File: config.mk
export PLATFORM = sky130hd
export DESIGN_NAME = kbd_scan_ctrl
export DESIGN_NICKNAME = d
export VERILOG_FILES = /design/src/rtl/kbd_scan_ctrl.sv
export SDC_FILE = /design/constraint.sdc
export NUM_CORES = 1
export LEC_CHECK = 0
export BUFFER_PORTS_ARGS = -buffer_cell sky130_fd_sc_hd__buf_4
export CAP_MARGIN = 0
export CORE_MARGIN = 5
export CORE_UTILIZATION = 45
export DETAILED_ROUTE_END_ITERATION = 10
export PLACE_DENSITY = 0.69
export SLEW_MARGIN = 20
export SYNTH_ARGS = -nofsm -noshare
export SYNTH_HDL_FRONTEND = slang
export SYNTH_SLANG_ARGS = --single-unit
File: constraint.sdc
create_clock -name clk -period 4.49 [get_ports clk]
set_input_delay 0.449 -clock clk [delete_from_list [all_inputs] [get_ports clk]]
set_output_delay 0.449 -clock clk [all_outputs]
set_load 0.05 [all_outputs]
File: src/rtl/kbd_scan_ctrl.sv
// PS/2 keyboard scan-code controller: tracks the held key (with E0 extension),
// counts make events and posts each make code downstream over a valid/ready link.
module kbd_scan_ctrl #(
  parameter int TIMEOUT = 1000,
  parameter int CNT_W   = 8
) (
  input  logic             clk,
  input  logic             rst_n,
  input  logic [7:0]       ps2_data,
  input  logic             ps2_valid,
  output logic             ps2_ready,
  output logic [7:0]       code_out,
  output logic             code_valid,
  input  logic             code_ready,
  output logic [7:0]       key_code,
  output logic             key_active,
  output logic             key_ext,
  output logic [CNT_W-1:0] key_cnt
);

  localparam logic [1:0] S_IDLE    = 2'd0;
  localparam logic [1:0] S_PRESSED = 2'd1;
  localparam logic [1:0] S_BREAK   = 2'd2;

  localparam int TW = (TIMEOUT > 1) ? $clog2(TIMEOUT) : 1;
  localparam logic [TW-1:0] TIMER_LAST = TW'(TIMEOUT - 1);

  localparam logic [7:0] B_NULL = 8'h00;
  localparam logic [7:0] B_EXT  = 8'hE0;
  localparam logic [7:0] B_BRK  = 8'hF0;

  logic [1:0]       r_state;
  logic             r_ext_pend;
  logic [TW-1:0]    r_timer;
  logic [7:0]       r_key_code;
  logic             r_key_active;
  logic             r_key_ext;
  logic [CNT_W-1:0] r_key_cnt;
  logic [7:0]       r_code_out;
  logic             r_code_valid;

  logic       w_accept;
  logic       w_byte;
  logic [1:0] w_nstate;
  logic       w_npend;
  logic       w_post;
  logic       w_release;

  // A stalled posted event blocks intake; the downstream ready feeds through
  // so a consume and a new accept can share one edge.
  assign ps2_ready = !(r_code_valid && !code_ready);
  assign w_accept  = ps2_valid && ps2_ready;
  assign w_byte    = w_accept && (ps2_data != B_NULL);

  // NOTE: every signal written here gets a default first, so no path leaves
  // it unassigned and no latch is inferred.
  always_comb begin
    w_nstate  = r_state;
    w_npend   = r_ext_pend;
    w_post    = 1'b0;
    w_release = 1'b0;
    case (r_state)
      S_IDLE, S_PRESSED: begin
        if (w_byte) begin
          if (ps2_data == B_EXT) begin
            w_npend = 1'b1;
          end else if (ps2_data == B_BRK) begin
            w_nstate = S_BREAK;
            w_npend  = 1'b0;
          end else if (r_state == S_PRESSED && ps2_data == r_key_code) begin
            w_npend = 1'b0;
          end else begin
            w_post   = 1'b1;
            w_npend  = 1'b0;
            w_nstate = S_PRESSED;
          end
        end
      end
      S_BREAK: begin
        if (w_byte) begin
          if (r_key_active && ps2_data == r_key_code) begin
            w_release = 1'b1;
            w_nstate  = S_IDLE;
          end else begin
            w_nstate = r_key_active ? S_PRESSED : S_IDLE;
          end
        end else if (r_timer == TIMER_LAST) begin
          w_nstate = r_key_active ? S_PRESSED : S_IDLE;
        end
      end
      default: w_nstate = S_IDLE;
    endcase
  end

  // NOTE: sequential state uses non-blocking assignments so every register
  // samples the pre-edge values, independent of statement order.
  always_ff @(posedge clk or negedge rst_n) begin
    if (!rst_n) begin
      r_state      <= S_IDLE;
      r_ext_pend   <= 1'b0;
      r_timer      <= '0;
      r_key_code   <= B_NULL;
      r_key_active <= 1'b0;
      r_key_ext    <= 1'b0;
      r_key_cnt    <= '0;
      r_code_out   <= B_NULL;
      r_code_valid <= 1'b0;
    end else begin
      r_state    <= w_nstate;
      r_ext_pend <= w_npend;
      r_timer    <= (r_state == S_BREAK && w_nstate == S_BREAK) ? r_timer + TW'(1) : '0;

      if (w_post) begin
        r_key_code   <= ps2_data;
        r_key_ext    <= r_ext_pend;
        r_key_active <= 1'b1;
        r_key_cnt    <= r_key_cnt + CNT_W'(1);
      end else if (w_release) begin
        r_key_code   <= B_NULL;
        r_key_ext    <= 1'b0;
        r_key_active <= 1'b0;
      end

      if (w_post) begin
        r_code_out   <= ps2_data;
        r_code_valid <= 1'b1;
      end else if (code_ready) begin
        r_code_valid <= 1'b0;
      end
    end
  end

  assign code_out   = r_code_out;
  assign code_valid = r_code_valid;
  assign key_code   = r_key_code;
  assign key_active = r_key_active;
  assign key_ext    = r_key_ext;
  assign key_cnt    = r_key_cnt;

endmodule

==> impl_metrics.ini <==
[cts]
clkLatencyLatePin_ps = 290
htree_levels = 2
clkSlewWorstSetupHoldPaths_ps = 80
cts_tree = done
clock-root-buffer = clkbuf_8
cts_sinks = 40
cts_made_buffers = 5
cts_setup_buffers = 0
clockBufferDepth = 2
cts.repair.resized = 0
cts_hold_buf = 0

[pwr]
p_leak_nw = 1.07
clkPwrFrac_pct = 21.3
ir_worst_vdd_uv = 228
p_int_w = 0.000669
combPwrFrac_pct = 37.1
seqPwrFrac_pct = 41.6
power.switching_w = 0.000472
switching_share_pct = 41.4
power_density_nw_per_um2 = 504

[timing]
drv_slew = 0
finalCriticalPeriod_ps = 2400
rsz0062_at_grt = no
slew_headroom_pct = 30.3
worst_pin_slew_ps = 1040
max_freq_mhz = 417
hold_viol = 0
setup_viol = 0
skew_ps = 11.3
worst_hold_slack_ps = 124
setup_slack_ps = 2090
finalCritPeriodShare_pct = 53.5
fin_setup_tns_ps = 0

[critical_path]
worst_ep_arrival_time_ps = 2560
reg2reg_slack_ps = 2090
end_kind = flop
r2r_start = key_code[1]
cpMostUsedCell = xor2_1
critPathBufInv = 0
r2r_cells = 5
cp_max_fo = 23
crit_family = compound AO/OA/AOI/OAI gates
rr_endpoint = key_cnt[7]
start_kind = flop
crit_path_cell_trace = xor2_1 > nor4_1 > a311o_1 > nor3_1 > xor2_1
crit_path_max_incr_delay_ps = 860
critical_path.slowest_cell = a311o_1
crit_type = reg2reg
worstPathRequired_ps = 4650

[floorplan]
num_rows = 23
pin_count = 40
die_h_um = 73.8
initial_utilization_pct = 46.1
die_x_um = 73.8
fp.coreArea_um2 = 3970
dieArea_um2 = 5450

[run_status]
status = complete, no violations

[min_path]
hp-class = in2async

[detailed_routing]
via_per_inst = 5.10
route.met2.wl_mm = 1.79
final_antenna_net_count = 0
dr.pass1.iters = 4
dr_wl_met3_um = 157
drt_iter0_markers = 81
via_count = 1417
routed.top_layer = met4
wl_mm = 3.84
drc = 0
met1_length_mm = 1.85
wl_per_cell_um = 13.8

[placed_design]
dp_slack_ps = 1870
port-buffer-count = 39
place_congestion = 0.762
dp_hpwl_mm = 2.77
dpl_cell_area_um2 = 2170

[global_route]
grt_pass1_vias = 1380
antenna_found_initial = 0
grt_start_max_net_pins = 41
grt.total_usage_pct = 15.3
grt_pass1_wl_mm = 6.36
grt_overflow = 0

[finish]
n_fill_cell = 368
regArea_um2 = 1000
area_growth_syn_to_layout_pct = 23.5
final_util_pct = 57.0
final_layout_size_suffix_gt1_share_pct = 23.7
fin_nets = 241
antenna_cells = 0
design_area_um2 = 2260
multi_input_area_um2 = 795

[job]
maxCapViolations = 0

[yosys]
syn_avg_cell_area_um2 = 9.96
syn-num-nets = 198
syn-cell-area_um2 = 1830
yosysSeqAreaShare_pct = 54.6
ys_ff_latch = 40
synth_warnings = 0
synthDistinctLibCells = 30
syn_inst = 184
[synthesized netlist by cell type]
cell type	number	area, um^2
a21oi_1	10	50.1
a311o_1	1	10.0
a311oi_1	1	8.76
and3_1	3	18.8
buf_2	2	10.0
buf_6	1	11.3
clkbuf_1	1	3.75
dfrtp_1	40	1000
ha_1	2	25.0
inv_1	3	11.3
nand2_1	44	165
nand2b_1	1	6.26
nand3_1	6	30.0
nand3b_1	1	7.51
nand4_1	3	18.8
nand4b_1	1	8.76
nor2_1	17	63.8
nor3_1	7	35.0
nor4_1	3	18.8
o211ai_4	1	21.3
o21a_1	1	7.51
o21ai_0	4	20.0
o31ai_1	2	15.0
o31ai_2	1	12.5
o32ai_1	1	8.76
or3_2	1	7.51
or3b_4	1	11.3
or4_4	2	22.5
xnor2_1	10	87.6
xor2_1	13	114
[metal layers]
| metal | GRT usage (%) | up-vias |
|---|---|---|
| met3 | 4.10 | 4 |
| li1 | - | 709 |
| met2 | 22.6 | 26 |
| met4 | 6.44 | 0 |
| met5 | 0 | - |
| met1 | 21.0 | 678 |
[layout by cell type (no fill, tap or decap)]
cell	instances
a21oi_1	10
a311o_1	1
a311oi_1	1
and3_1	3
buf_4	40
clkbuf_8	6
clkinv_2	2
dfrtp_1	40
ha_1	2
inv_1	3
nand2_1	44
nand2b_1	1
nand3_1	6
nand3b_1	1
nand4_1	3
nand4b_1	1
nor2_1	17
nor3_1	7
nor4_1	3
o211ai_4	1
o21a_1	1
o21ai_0	4
o31ai_1	2
o31ai_2	1
o32ai_1	1
or3_2	1
or3b_4	1
or4_4	2
xnor2_1	10
xor2_1	13
[through the flow]
| stage | instances | total power (W) |
|---|---|---|
| 2_1_floorplan | 184 | 0.000765 |
| 6_report | 278 | 0.00114 |
| 4_1_cts | 278 | 0.00115 |
| 3_3_place_gp | 270 | 0.000904 |
| 5_1_grt | 278 | 0.00120 |
| 3_5_place_dp | 270 | 0.000908 |
[logic make-up after synthesis]
kind of cell             synth area share [%]
AO/OA/AOI/OAI                            8.40
XOR/XNOR                                 11.0
adder cells (fa/ha/maj)                  1.37
buffers and inverters                    1.98
flip-flops                               54.6
AND/OR/NAND/NOR                          22.6
[registers in the layout (all words and copies together) (netlist names)]
name / cells
r_ext_pend: 1
code_out: 8
key_cnt: 8
r_timer: 10
r_state: 2
key_ext: 1
key_code: 8
key_active: 1
code_valid: 1
[how the worst max path moves through the flow]
stage                     start  cells past startpoint         end
floorplan            code_valid                      6     key_ext
global placement    ps2_data[4]                      6  key_cnt[7]
detailed placement  ps2_data[4]                      6  key_cnt[7]
CTS                 key_code[1]                      5  key_cnt[7]
global route        key_code[1]                      5  key_cnt[7]
finish              key_code[1]                      5  key_cnt[7]
[power groups by stage]
stage / registers (W) / clock network (W) / logic, W
finish: 0.000474 / 0.000243 / 0.000423
global route: 0.000484 / 0.000270 / 0.000447
CTS: 0.000475 / 0.000252 / 0.000428
detailed placement: 0.000481 / 0 / 0.000427
global placement: 0.000480 / 0 / 0.000424
floorplan: 0.000672 / 0 / 0.0000932
[area by class of cell]
| type | count | area share, % |
|---|---|---|
| timing repair buffer | 40 | 13.3 |
| multi-input combinational | 137 | 35.1 |
| clock inverter | 2 | 0.442 |
| tap | 50 | 2.77 |
| sequential | 40 | 44.2 |
| clock buffer | 6 | 3.65 |
| inverter | 3 | 0.498 |
No activity file was read; power rests on OpenSTA's default activity.
